File: config.mk
export PLATFORM = sky130hd
export DESIGN_NAME = mux_arb_nto1_flat
export DESIGN_NICKNAME = d
export VERILOG_FILES = /design/src/rtl/mux_arb_nto1_if.sv /design/src/rtl/mux_arb_nto1.sv /design/src/flat_wrapper.sv
export SDC_FILE = /design/constraint.sdc
export NUM_CORES = 1
export LEC_CHECK = 0
export CORE_ASPECT_RATIO = 1.4
export CORE_MARGIN = 2
export CORE_UTILIZATION = 24
export DETAILED_ROUTE_END_ITERATION = 16
export GPL_TIMING_DRIVEN = 1
export PLACE_DENSITY = 0.65
export RECOVER_POWER = 100
export SLEW_MARGIN = 20
export SYNTH_ARGS = -nofsm -noshare
export SYNTH_HDL_FRONTEND = slang
export SYNTH_SLANG_ARGS = --single-unit
File: constraint.sdc
create_clock -name clk_i -period 2.35 [get_ports clk_i]
set_clock_uncertainty 0.15 [all_clocks]
set_input_delay 0.47 -clock clk_i [delete_from_list [all_inputs] [get_ports clk_i]]
set_output_delay 0.47 -clock clk_i [all_outputs]
set_load 0.03 [all_outputs]
File: src/rtl/mux_arb_nto1_if.sv
// mux_arb_nto1 handshake bundle: producer-side channels plus the
// single registered consumer port.
interface mux_arb_nto1_if #(
  parameter int WIDTH    = 32,
  parameter int CHANNELS = 4,
  parameter int SEL_W    = 2
);
  logic                      mode_i;
  logic [SEL_W-1:0]          select_i;
  logic [CHANNELS*WIDTH-1:0] data_i;
  logic [CHANNELS-1:0]       valid_i;
  logic [CHANNELS-1:0]       ready_o;
  logic [WIDTH-1:0]          data_o;
  logic [SEL_W-1:0]          chan_o;
  logic                      valid_o;
  logic                      ready_i;

  modport master (
    output mode_i, select_i, data_i, valid_i, ready_i,
    input  ready_o, data_o, chan_o, valid_o
  );

  modport slave (
    input  mode_i, select_i, data_i, valid_i, ready_i,
    output ready_o, data_o, chan_o, valid_o
  );
endinterface

File: src/rtl/mux_arb_nto1.sv
// N-to-1 registered mux with directed or round-robin selection
// and valid/ready handshakes on every channel and the output.
module mux_arb_nto1 #(
  parameter int WIDTH    = 32,
  parameter int CHANNELS = 4,
  parameter int SEL_W    = 2
) (
  input logic           clk_i,
  input logic           rst_i,
  mux_arb_nto1_if.slave bus
);
  localparam logic [SEL_W-1:0] LAST = SEL_W'(CHANNELS - 1);

  logic [SEL_W-1:0]    rr_ptr;
  logic [SEL_W-1:0]    dir_gnt;
  logic [SEL_W-1:0]    rr_gnt;
  logic [SEL_W-1:0]    grant;
  logic [SEL_W-1:0]    chan_q;
  logic [CHANNELS-1:0] hi_req;
  logic [CHANNELS-1:0] rr_req;
  logic [CHANNELS-1:0] ready;
  logic [WIDTH-1:0]    sel_data;
  logic [WIDTH-1:0]    data_q;
  logic                dir_hit;
  logic                rr_hit;
  logic                gnt_vld;
  logic                accept;
  logic                load;
  logic                valid_q;

  // Directed grant: out-of-range selects match no channel.
  always_comb begin
    dir_gnt = '0;
    dir_hit = 1'b0;
    for (int k = 0; k < CHANNELS; k++) begin
      if (bus.select_i == SEL_W'(k) && bus.valid_i[k]) begin
        dir_gnt = SEL_W'(k);
        dir_hit = 1'b1;
      end
    end
  end

  // Round-robin: lowest requester above rr_ptr, else lowest overall.
  always_comb begin
    hi_req = '0;
    rr_gnt = '0;
    rr_hit = |bus.valid_i;
    for (int k = 0; k < CHANNELS; k++) begin
      hi_req[k] = bus.valid_i[k] && (SEL_W'(k) > rr_ptr);
    end
    rr_req = (|hi_req) ? hi_req : bus.valid_i;
    for (int k = CHANNELS - 1; k >= 0; k--) begin
      if (rr_req[k]) begin
        rr_gnt = SEL_W'(k);
      end
    end
  end

  // Final grant, accept, per-channel ready and word select.
  always_comb begin
    grant    = bus.mode_i ? rr_gnt : dir_gnt;
    gnt_vld  = bus.mode_i ? rr_hit : dir_hit;
    accept   = !rst_i && (!valid_q || bus.ready_i);
    load     = accept && gnt_vld;
    sel_data = '0;
    ready    = '0;
    for (int k = 0; k < CHANNELS; k++) begin
      if (grant == SEL_W'(k)) begin
        sel_data = bus.data_i[k*WIDTH +: WIDTH];
        ready[k] = load;
      end
    end
  end

  // Output register and round-robin pointer.
  always_ff @(posedge clk_i) begin
    if (rst_i) begin
      valid_q <= 1'b0;
      data_q  <= '0;
      chan_q  <= '0;
      rr_ptr  <= LAST;
    end else if (load) begin
      valid_q <= 1'b1;
      data_q  <= sel_data;
      chan_q  <= grant;
      if (bus.mode_i) begin
        rr_ptr <= grant;
      end
    end else if (bus.ready_i) begin
      valid_q <= 1'b0;
    end
  end

  assign bus.ready_o = ready;
  assign bus.data_o  = data_q;
  assign bus.chan_o  = chan_q;
  assign bus.valid_o = valid_q;
endmodule
File: src/flat_wrapper.sv
// flat-port wrapper written by rule: the top's interface ports become plain ports
module mux_arb_nto1_flat 
#(
  parameter int WIDTH    = 32,
  parameter int CHANNELS = 4,
  parameter int SEL_W    = 2
)
  (clk_i, rst_i, bus_mode_i, bus_select_i, bus_data_i, bus_valid_i, bus_ready_i, bus_ready_o, bus_data_o, bus_chan_o, bus_valid_o);
  mux_arb_nto1_if #(.WIDTH(WIDTH), .CHANNELS(CHANNELS), .SEL_W(SEL_W)) bus_i ();
  input logic clk_i;
  input logic rst_i;
  input wire logic [$bits(bus_i.mode_i)-1:0] bus_mode_i;
  input wire logic [$bits(bus_i.select_i)-1:0] bus_select_i;
  input wire logic [$bits(bus_i.data_i)-1:0] bus_data_i;
  input wire logic [$bits(bus_i.valid_i)-1:0] bus_valid_i;
  input wire logic [$bits(bus_i.ready_i)-1:0] bus_ready_i;
  output wire logic [$bits(bus_i.ready_o)-1:0] bus_ready_o;
  output wire logic [$bits(bus_i.data_o)-1:0] bus_data_o;
  output wire logic [$bits(bus_i.chan_o)-1:0] bus_chan_o;
  output wire logic [$bits(bus_i.valid_o)-1:0] bus_valid_o;
  assign bus_i.mode_i = bus_mode_i;
  assign bus_i.select_i = bus_select_i;
  assign bus_i.data_i = bus_data_i;
  assign bus_i.valid_i = bus_valid_i;
  assign bus_i.ready_i = bus_ready_i;
  assign bus_ready_o = bus_i.ready_o;
  assign bus_data_o = bus_i.data_o;
  assign bus_chan_o = bus_i.chan_o;
  assign bus_valid_o = bus_i.valid_o;
  mux_arb_nto1 #(.WIDTH(WIDTH), .CHANNELS(CHANNELS), .SEL_W(SEL_W)) u_core (.clk_i(clk_i), .rst_i(rst_i), .bus(bus_i));
endmodule
==> run_results.csv <==
group,metric,value,unit
run_status,status,"finished with violations",
run_status,violations,"setup timing",
worst_setup_path,start_kind,"flop",
synthesis,yosysUniqueCellTypes,46,
worst_setup_path,cp_max_fo,6,
route,ant_nets,0,
worst_setup_path,cpMaxStageDelayCell,"o31a_4",
timing,rsz0062_at_grt,"true",
worst_setup_path,worstPathCellList,"mux2i_2, o22ai_2, o31a_4, nor3_4, buf_12",
route,vias,3637,
pwr,peakVddDrop,268,uV
synthesis,synthFlopType,"dfxtp_1",
route,wl_per_cell,18.0,um
route,drc_errors,0,
global_routing,track_usage,0.190,
timing,timing.hold.ws,0.346,ns
synthesis,async_reset_ff_frac,0,
job,maxCapViolCount,0,
cts,cts_max_level,2,
timing,timing.final.crit_share,1.04,
cts,clock_latency,0.27,ns
global_routing,grt_overflow_total,0,
finish,n_antenna_cell,0,
route,drtIter0Drc,168,
finish,fillers,1071,
timing,max_slew_margin,0.492,
worst_setup_path,critPathKind,"reg -> out",
synthesis,synth_largest_area_cell,"dfxtp_1",
timing,finalMaxSlewViolations,0,
pwr,p_sw_frac,0.345,
timing,hold_viol_final,0,
pwr,seqPwrFrac,0.283,
pwr,p_switching,0.914,mW
worst_setup_path,critPathRequiredTime,1.73,ns
route,routed_wirelength,12300,um
hold_path,worstHoldPathCells,2,
pwr,pwr-share-comb,0.472,
finish,area_growth_syn_to_layout,92.2,%
finish,final_core_util,0.475,
synthesis,syn_inst,330,
worst_setup_path,critPathMaxStageDelay,0.40,ns
timing,fin_setup_tns,-0.192,ns
synthesis,avgSynthCellArea,8.49,um2
worst_setup_path,ff2ff_path_depth,8,
finish,drive_gt1_frac,0.215,
timing,setup_ws,-0.0861,ns
synthesis,synth_area_leaders,"dfxtp_1 (26%), a221oi_1 (18%), and2_1 (11%)",
global_routing,grt_pass1_wl,19100,um
synthesis,synth_top_area_frac,0.264,
floorplanning,fp-row-count,46,
finish,fin_nets,677,
cts,clk_pin_slew,0.06,ns
synthesis,synth_seq_cells,37,
floorplanning,io_pins,177,
pwr,p_int,1.74,mW
route,viasPerCell,5.32,
pwr,powerDensity,492,nW/um2
place,place_inst,663,
finish,multiInputGateArea,1970,um2
worst_setup_path,crit_path_end_kind,"primary output",
cts,cts_buffers,5,
place,routabilityCongestion,0.810,
worst_setup_path,cp_data_arrival_time,1.82,ns
cts,cts_sinks,37,
cts,clockBufferDepth,2,
timing,worst_pin_slew,0.762,ns
timing,layout_min_cycle_time,2.44,ns
timing,setup_viol,3,
cts,cts_tree,"yes",
finish,finalNonFillerCells,684,
global_routing,antenna_found_initial,0,
floorplanning,initial_utilization,0.247,
floorplanning,die_y,132,um
cts,cts_root_buffer,"clkbuf_16",
synthesis,synth_edf_count,0,
floorplanning,die_w,95.3,um
place,hpwl,9170,um
hold_path,hp-class,"reg -> reg",
global_routing,grt_max_degree,37,
place,io_buffers,176,
finish,regArea,746,um2
timing,fmax,0.410,GHz
synthesis,synth_area,2800,um2
synthesis,yosysSeqAreaShare,0.264,
cts,hold_buffers,0,
pwr,p_leak,2.07,nW
floorplanning,core-area,11300,um2
global_routing,grt_pass1_vias,3832,
synthesis,synth_warnings,0,
floorplanning,dieArea,12600,um2
synthesis,syn_nets,468,
pwr,p_clk_frac,0.245,
route,first_pass_iters,4,
power by group through the flow:
| stage | logic [mW] | registers [mW] | clock network (mW) |
|---|---|---|---|
| finish | 1.25 | 0.750 | 0.649 |
| floorplan | 0.457 | 0.911 | 0 |
| CTS | 1.27 | 0.753 | 0.668 |
| detailed placement | 1.23 | 0.765 | 0 |
| global route | 1.34 | 0.759 | 0.697 |
| global placement | 1.22 | 0.763 | 0 |
placed cells by master (no fill, tap or decap), types with 6 or more instances in the layout:
cell type / count
a21oi_1: 12
buf_12: 8
o211ai_1: 33
and2_0: 6
clkdlybuf4s50_1: 130
dlygate4sd3_1: 35
buf_4: 55
a221oi_1: 56
and2_1: 51
dfxtp_1: 35
buf_6: 7
o31ai_1: 25
nor3_1: 11
cells by family after synthesis:
kind of cell           synth area share
and+or+nand+nor                   0.200
AOI/OAI and AO/OA                 0.452
DFF                               0.264
muxes                            0.0147
buffers and inverters            0.0692
per-stage QoR:
step	total power, mW	cell area [um2]	setup slack (ns)
detailed placement	1.99	5090	-0.650
global route	2.79	5390	-0.139
global placement	1.98	5090	-0.563
floorplan	1.37	2860	0.00980
finish	2.65	5390	-0.0861
CTS	2.69	5340	-0.0882
cell type report:
class,count,area share
sequential,37,0.138
inverter,5,0.00348
multi-input combinational,249,0.366
timing repair buffer,241,0.433
tap,144,0.0334
clock buffer,6,0.0239
clock inverter,2,0.00186
state kept, by name (all words and copies together) (netlist names):
register	flops
u_core.bus.valid_o	1
u_core.bus.data_o	32
u_core.bus.chan_o	2
u_core.rr_ptr	2
path summary, 6_finish.rpt:
| check | slack [ns] | startpoint | end |
|---|---|---|---|
| min reg2reg | 0.35 | u_core.bus.data_o[16] | u_core.bus.data_o[16] |
| max reg2reg | 0.13 | u_core.rr_ptr[1] | u_core.bus.data_o[16] |
| max | -0.09 | u_core.rr_ptr[1] | bus_ready_o[0] |
| min | 0.35 | u_core.bus.data_o[16] | u_core.bus.data_o[16] |
Yosys cell counts (2+ instances only):
| master | count |
|---|---|
| a21oi_1 | 13 |
| a221oi_1 | 56 |
| and2_0 | 6 |
| and2_1 | 51 |
| and3b_1 | 2 |
| buf_1 | 2 |
| buf_2 | 13 |
| buf_4 | 3 |
| clkbuf_1 | 20 |
| dfxtp_1 | 37 |
| inv_1 | 4 |
| mux2i_1 | 3 |
| nand2_1 | 3 |
| nand2b_1 | 2 |
| nor2_1 | 6 |
| nor3_1 | 14 |
| nor3b_1 | 2 |
| o211a_1 | 3 |
| o211ai_1 | 33 |
| o22ai_2 | 2 |
| o31ai_1 | 25 |
| o41ai_1 | 2 |
| o41ai_2 | 5 |
metal layers:
metal | GRT usage | vias up | wire length, um
met5 | 0 | - | 0
met1 | 0.199 | 1743 | 4830
met2 | 0.376 | 129 | 6600
met3 | 0.0286 | 17 | 626
met4 | 0.0515 | 0 | 238
li1 | - | 1748 | -
repair_timing:
item                       4_1_cts  5_1_grt
pin swaps                        9       11
cloned                           0        0
gates resized for setup         37       15
setup endpoints to repair       37        5
buffers inserted                 8        5
critical path: cells and delay by family (launching register included):
family	cells	cell delay, ns
AO/OA/AOI/OAI	2	0.54
buffers and inverters	1	0.15
multiplexers	1	0.24
flip-flops	1	0.38
AND/OR/NAND/NOR	1	0.23
Power figures use the tool's default switching activity.
